--- src/rtl/dechannelizer_n.sv ---
// Serialises one captured sample per enabled channel into an Avalon-ST packet; first beat 1 cycle after the in_valid edge.
// out_valid never depends on out_ready; beats hold while stalled; edges during a packet are dropped and counted.
module dechannelizer_n #(
  parameter int DATA_WIDTH = 24,
  parameter int CHANNELS   = 2,
  parameter int CNT_WIDTH  = 16
) (
  input  logic                           clk,
  input  logic                           rst,
  input  logic [CHANNELS*DATA_WIDTH-1:0] in_data,
  input  logic                           in_valid,
  input  logic [CHANNELS-1:0]            ch_enable,
  output logic [DATA_WIDTH-1:0]          out_data,
  output logic [3:0]                     out_channel,
  output logic                           out_valid,
  input  logic                           out_ready,
  output logic                           out_sop,
  output logic                           out_eop,
  output logic                           overrun,
  output logic [CNT_WIDTH-1:0]           overrun_cnt
);

  generate
    if (CHANNELS < 1 || CHANNELS > 16) begin : g_bad_channels
      $error("dechannelizer_n: CHANNELS must be in 1..16");
    end
  endgenerate

  typedef enum logic {S_IDLE, S_SEND} state_t;

  function automatic logic [3:0] lowest_from(input logic [CHANNELS-1:0] m, input int from);
    logic [3:0] r;
    r = '0;
    for (int k = CHANNELS - 1; k >= 0; k--) begin
      if (k >= from && m[k]) r = 4'(k);
    end
    return r;
  endfunction

  function automatic logic [3:0] highest(input logic [CHANNELS-1:0] m);
    logic [3:0] r;
    r = '0;
    for (int k = 0; k < CHANNELS; k++) begin
      if (m[k]) r = 4'(k);
    end
    return r;
  endfunction

  function automatic logic [DATA_WIDTH-1:0] pick(input logic [CHANNELS*DATA_WIDTH-1:0] d,
                                                 input logic [3:0] idx);
    logic [DATA_WIDTH-1:0] r;
    r = '0;
    for (int k = 0; k < CHANNELS; k++) begin
      if (4'(k) == idx) r = d[k*DATA_WIDTH +: DATA_WIDTH];
    end
    return r;
  endfunction

  state_t                         state_q, state_d;
  logic                           in_valid_d_q, in_valid_d_d;
  logic [CHANNELS*DATA_WIDTH-1:0] hold_data_q, hold_data_d;
  logic [CHANNELS-1:0]            hold_mask_q, hold_mask_d;
  logic [3:0]                     ptr_q, ptr_d;
  logic [DATA_WIDTH-1:0]          out_data_q, out_data_d;
  logic [3:0]                     out_channel_q, out_channel_d;
  logic                           out_valid_q, out_valid_d;
  logic                           out_sop_q, out_sop_d;
  logic                           out_eop_q, out_eop_d;
  logic                           overrun_q, overrun_d;
  logic [CNT_WIDTH-1:0]           overrun_cnt_q, overrun_cnt_d;
  logic                           in_edge;
  logic [3:0]                     nxt_ptr;

  assign in_edge = in_valid & ~in_valid_d_q;

  always_comb begin
    state_d       = state_q;
    in_valid_d_d  = in_valid;
    hold_data_d   = hold_data_q;
    hold_mask_d   = hold_mask_q;
    ptr_d         = ptr_q;
    out_data_d    = out_data_q;
    out_channel_d = out_channel_q;
    out_valid_d   = out_valid_q;
    out_sop_d     = out_sop_q;
    out_eop_d     = out_eop_q;
    overrun_d     = 1'b0;
    overrun_cnt_d = overrun_cnt_q;
    nxt_ptr       = '0;

    case (state_q)
      S_IDLE: begin
        if (in_edge) begin
          hold_data_d = in_data;
          hold_mask_d = ch_enable;
          // The first beat is built straight from the inputs so it appears the cycle after capture.
          if (|ch_enable) begin
            nxt_ptr       = lowest_from(ch_enable, 0);
            state_d       = S_SEND;
            ptr_d         = nxt_ptr;
            out_valid_d   = 1'b1;
            out_data_d    = pick(in_data, nxt_ptr);
            out_channel_d = nxt_ptr;
            out_sop_d     = 1'b1;
            out_eop_d     = (nxt_ptr == highest(ch_enable));
          end
        end
      end
      S_SEND: begin
        if (out_ready) begin
          if (out_eop_q) begin
            state_d     = S_IDLE;
            out_valid_d = 1'b0;
            out_sop_d   = 1'b0;
            out_eop_d   = 1'b0;
          end else begin
            nxt_ptr       = lowest_from(hold_mask_q, int'(ptr_q) + 1);
            ptr_d         = nxt_ptr;
            out_data_d    = pick(hold_data_q, nxt_ptr);
            out_channel_d = nxt_ptr;
            out_sop_d     = 1'b0;
            out_eop_d     = (nxt_ptr == highest(hold_mask_q));
          end
        end
      end
      default: state_d = S_IDLE;
    endcase

    if (in_edge && state_q != S_IDLE) begin
      overrun_d = 1'b1;
      if (overrun_cnt_q != {CNT_WIDTH{1'b1}}) overrun_cnt_d = overrun_cnt_q + 1'b1;
    end
  end

  always_ff @(posedge clk) begin
    if (rst) begin
      state_q       <= S_IDLE;
      in_valid_d_q  <= 1'b0;
      hold_data_q   <= '0;
      hold_mask_q   <= '0;
      ptr_q         <= '0;
      out_data_q    <= '0;
      out_channel_q <= '0;
      out_valid_q   <= 1'b0;
      out_sop_q     <= 1'b0;
      out_eop_q     <= 1'b0;
      overrun_q     <= 1'b0;
      overrun_cnt_q <= '0;
    end else begin
      state_q       <= state_d;
      in_valid_d_q  <= in_valid_d_d;
      hold_data_q   <= hold_data_d;
      hold_mask_q   <= hold_mask_d;
      ptr_q         <= ptr_d;
      out_data_q    <= out_data_d;
      out_channel_q <= out_channel_d;
      out_valid_q   <= out_valid_d;
      out_sop_q     <= out_sop_d;
      out_eop_q     <= out_eop_d;
      overrun_q     <= overrun_d;
      overrun_cnt_q <= overrun_cnt_d;
    end
  end

  assign out_data    = out_data_q;
  assign out_channel = out_channel_q;
  assign out_valid   = out_valid_q;
  assign out_sop     = out_sop_q;
  assign out_eop     = out_eop_q;
  assign overrun     = overrun_q;
  assign overrun_cnt = overrun_cnt_q;

endmodule
--- config.mk ---
export PLATFORM = sky130hd
export DESIGN_NAME = dechannelizer_n
export DESIGN_NICKNAME = d
export VERILOG_FILES = /design/src/rtl/dechannelizer_n.sv
export SDC_FILE = /design/constraint.sdc
export NUM_CORES = 1
export LEC_CHECK = 0
export ABC_AREA = 0
export BUFFER_PORTS_ARGS = -buffer_cell sky130_fd_sc_hd__clkbuf_2
export CAP_MARGIN = 0
export CORE_AREA = 2 2 93 95
export CTS_BUF_LIST = sky130_fd_sc_hd__clkbuf_8 sky130_fd_sc_hd__clkbuf_16
export CTS_CLUSTER_SIZE = 25
export DETAILED_ROUTE_END_ITERATION = 10
export DIE_AREA = 0 0 95 97
export GPL_TIMING_DRIVEN = 1
export PLACE_DENSITY_LB_ADDON = 0.12
export SYNTH_ARGS = -nofsm -noshare
export SYNTH_HDL_FRONTEND = slang
export SYNTH_SLANG_ARGS = --single-unit
--- constraint.sdc ---
create_clock -name clk -period 4.4 [get_ports clk]
set_clock_uncertainty 0.05 [all_clocks]
set_input_delay 0 -clock clk [delete_from_list [all_inputs] [get_ports clk]]
set_output_delay 0 -clock clk [all_outputs]
set_load 0.01 [all_outputs]
Word level (Yosys, flattened, before mapping):

Index checks and enable logic that the tools add are counted.

* flip-flop bits (word level): 100
* bits of input ports: 54
* output and inout bits: 48
* logic and storage cells: 88

* $add $sub $neg: 2
* order comparisons: 2
* equal/unequal tests: 10
* muxes and demuxes: 49
* bitwise gates (word level): 3
* reduce and logical (&&, ||, !) cells: 11

Operators with widths (count)
* $mux 24: 8
* $mux 4: 18
* $pmux 24 s2: 1
* $mux 1: 17
* $add 16x1->16 const B: 1
* $ne 16x16->1 const B: 1
* $ge 1x5->1 const A: 2
* $eq 1x4->1 const A: 2
* $eq 4x4->1: 2
* $logic_not 4->1: 2
* $ne 2x2->1 const B: 4
* $pmux 1 s2: 4
* $pmux 4 s2: 1
* $reduce_and 4->1: 2
* $add 4x1->5 const B: 1
* $reduce_and 2->1: 2
* $logic_and 1x1->1: 3
* $reduce_and 3->1: 1
* $ne 2x1->1 const B: 1
* $not 1->1: 2
* $reduce_or 2->1: 1
* $and 1x1->1: 1

Depth between registers and ports, before layout:

* depth in word-level cells: 14
* depth in mapped cells: 7

Worst setup path before layout:

Ideal clock, no wire load.

* path kind: register to register
* start: register overrun_cnt_q[0], in the netlist overrun_cnt[0]
* end: register overrun_cnt_q[10], in the netlist overrun_cnt[10]
* library setup time: 0.070 ns
* arrival time: 1.737 ns
* path slack: 2.543 ns
* stages on the path, launching flop included: 7
* path buffers: 1
* clock period less this slack: 1.857 ns
* path through: dfxtp_1 ha_1 nand3_1 or2_1 buf_2 or4_1 a21oi_1

* longest elaborated chain between the ends: 2
* elaborated cells on any way between the ends: 3

RTL lines
* from (decl): RTL line 70 `logic [CNT_WIDTH-1:0] overrun_cnt_q, overrun_cnt_d;`
* from (signal assigned): RTL line 161 `overrun_cnt_q <= overrun_cnt_d;`
* parallel branches: the longest is 2 deep, another holds $add 16x1->16

Several ways; the timed one is not identified.
A chain may end at the register's enable or synchronous reset.

Worst setup path after layout:

* start: register state_q
* end: register out_data_q[17], in the netlist out_data[17]

* longest elaborated chain between the ends: 3
* elaborated cells on any way between the ends: 7

RTL lines
* from (decl): RTL line 59 `state_t state_q, state_d;`
* from (signal assigned): RTL line 150 `state_q <= state_d;`
* $not 1->1 (no line)
* $ne 2x2->1 (no line)
* $reduce_and 4->1 (no line)
* to (signal assigned): RTL line 155 `out_data_q <= out_data_d;`
* to (decl): RTL line 64 `logic [DATA_WIDTH-1:0] out_data_q, out_data_d;`

Several ways; a longest one is shown, not always the timed one.

==> impl_metrics.yaml <==
setup_path:
  cp-start-kind: "flip-flop"
  critPathKind: "reg2reg"
  rr_startpoint: "state_q"
  crit_fanout: 51
  endpoint_kind: "flip-flop"
  worstPathArrival_ns: 3.04
  required_ns: 4.62
  reg2reg_to: "out_data[17]"
  reg2reg_slack_ns: 1.58
  reg2reg_depth: 4
cts:
  cts.sinks: 96
  path_clk_slew_ns: 0.09
  clk_latency_ns: 0.36
  cts_tree: "done"
  root_buffer: "clkbuf_8"
  ctsResizeCount: 0
  htreeDepth: 3
  clockBufferDepth: 2
  cts_made_buffers: 9
final_layout:
  fillers: 639
  seqCellArea_um2: 1922
  syn_to_final_growth_pct: 24.57
  nNetsFinal: 741
  drive_gt1_share_pct: 22.32
  finalNonFillerCells: 795
  layout_commonest_cell: "nand2_1"
  multi_input_area_um2: 2439
  layout_common_cells: "nand2_1 (111), clkbuf_2 (97), dfxtp_1 (96)"
  antenna_cells: 0
min_path:
  holdCritPathClass: "in2reg"
  hold_path.startpoint: "rst"
  holdPathEnd: "overrun_cnt[12]"
  hold_depth: 2
timing:
  clock.fmax_mhz: 354.8
  hold_viol_final: 0
  relSlewSlack_pct: 15.20
  finalSetupViolCount: 0
  fin_setup_tns_ns: 0
  finalWorstSetupSlack_ns: 1.581
  period_minus_slack_ns: 2.819
  holdWs_ns: 0.2318
  rsz0062_at_grt: "false"
  final_max_slew_viol_count: 0
  tightest_slew_ns: 1.266
  period_share_pct: 64.06
synthesis:
  synthCells: 574
  synthTopCellsByArea: "dfxtp_1 (41%), a21oi_1 (9.4%), nand2_1 (8.9%), mux2_2 (6.5%), o2111ai_1 (4.5%)"
  yosysTopAreaCellShare_pct: 41.10
  syn_avg_cell_area_um2: 8.146
  syn_area_um2: 4676
  yosys_register_bits: 96
  synth_cell_types: 47
  yosysSeqAreaShare_pct: 41.10
  yosysTopAreaCell: "dfxtp_1"
  yosysWarnings: 0
floorplan:
  die_area_um2: 9215
  rows: 33
  coreArea_um2: 8134
  die_w_um: 95
  start_util_pct: 57.48
  die_y_um: 97
  io_pins: 102
global_route:
  grt_pass1_vias: 4333
  overflow: 0
  antenna_found_initial: 0
  grt_pass1_wl_um: 20240
  grt.total_usage_pct: 27.21
  grt_max_degree: 101
drt:
  drcViolationCount: 0
  drtIter0Drc: 330
  ant_nets: 0
  avgRoutedWirePerCell_um: 15.64
  via_per_inst: 5.691
  wl_um: 12440
  num_vias: 4524
  drtPass1Iterations: 5
pwr:
  p_leak_nw: 2.337
  power.density_nw_per_um2: 330.1
  peakVddDrop_mv: 0.2416
placed_design:
  port_buffers: 98
  dpl_worst_slack_ns: 1.632
  dpl.cell_count: 730
  gp_congestion: 0.7773
  place_hpwl_um: 7516
status:
  status: "complete, no violations"
flow_run:
  cap_violations: 0
power by group:
| part | internal, mW | switching (mW) | total (mW) |
|---|---|---|---|
| Sequential | 0.921 | 0.0304 | 0.951 |
| Clock | 0.333 | 0.305 | 0.638 |
| Combinational | 0.144 | 0.189 | 0.333 |
| Total | 1.40 | 0.525 | 1.92 |
final cells by class:
type | instances | share of cell area (%)
clock buffers | 10 | 2.363
flip-flops and latches | 96 | 33.00
clock inverters | 5 | 1.396
inverters | 28 | 1.805
repair buffers | 150 | 17.31
multi-input cells | 401 | 41.87
well taps | 105 | 2.256
sequential cells by signal, indices dropped and copies added (netlist names):
name / count
overrun: 1
hold_mask_q: 1
out_valid: 1
in_valid_d_q: 1
state_q: 1
out_eop: 1
out_data: 24
out_channel: 1
overrun_cnt: 16
hold_data_q: 48
out_sop: 1
worst max path at each step:
| stage | startpoint | end | cells past startpoint |
|---|---|---|---|
| finish | state_q | out_data[17] | 4 |
| floorplan | overrun_cnt[0] | overrun_cnt[10] | 6 |
| global placement | state_q | out_channel[0] | 4 |
| detailed placement | state_q | out_data[17] | 4 |
| CTS | state_q | out_data[17] | 4 |
| global route | state_q | out_data[11] | 4 |
worst max-delay path: stages (launching register included):
cell and delay (ns):
dfxtp_1 0.45, or3b_2 0.93, o21ai_4 0.80, o2111ai_1 0.26
a21oi_1 0.22
metrics by stage:
| step | power [mW] | area (um^2) | util [%] |
|---|---|---|---|
| global route | 2.007 | 5824 | 71.60 |
| floorplan | 1.171 | 4683 | - |
| finish | 1.923 | 5824 | 71.60 |
| global placement | 1.258 | 5105 | 62.76 |
| CTS | 1.930 | 5824 | 71.60 |
| detailed placement | 1.267 | 5105 | 62.76 |
cell families after synthesis:
kind of cell / count (synthesis) / share of synthesized area [%]
and+or+nand+nor: 191 / 21.14
buffers and inverters: 79 / 7.118
DFF: 96 / 41.10
adders and majority gates: 1 / 0.2676
other: 1 / 0.08020
muxes: 30 / 7.145
AOI/OAI and AO/OA: 176 / 23.15
cells in the mapped netlist, drive strengths merged:
library cell	count
nand4	3
clkbuf	35
o31ai	6
inv	28
a21oi	88
buf	16
ha	1
o21a	1
nand2	111
o21ai	29
or2	2
and3b	1
a311o	1
and3	1
conb	1
nand3	6
o211ai	24
nor2	9
and4	2
nor3b	1
nor3	3
mux2i	3
or3b	1
mux2	27
nand3b	25
a311oi	2
or3	4
o2111ai	24
nor4	6
or4	6
nor2b	7
nand2b	2
and2	1
dfxtp	96
a211oi	1
metal layers:
layer	GRT usage, %	vias to the layer above	part of all wire [%]
li1	-	2253	-
met1	35.62	2105	44
met2	45.12	144	49
met3	3.660	22	5.5
met4	10.26	0	1.7
met5	0	-	0
repair_timing:
action,CTS,global route
hold buffers,50,0
hold endpoints to repair,53,0
buffers inserted,0,0
Power figures use the tool's default switching activity.
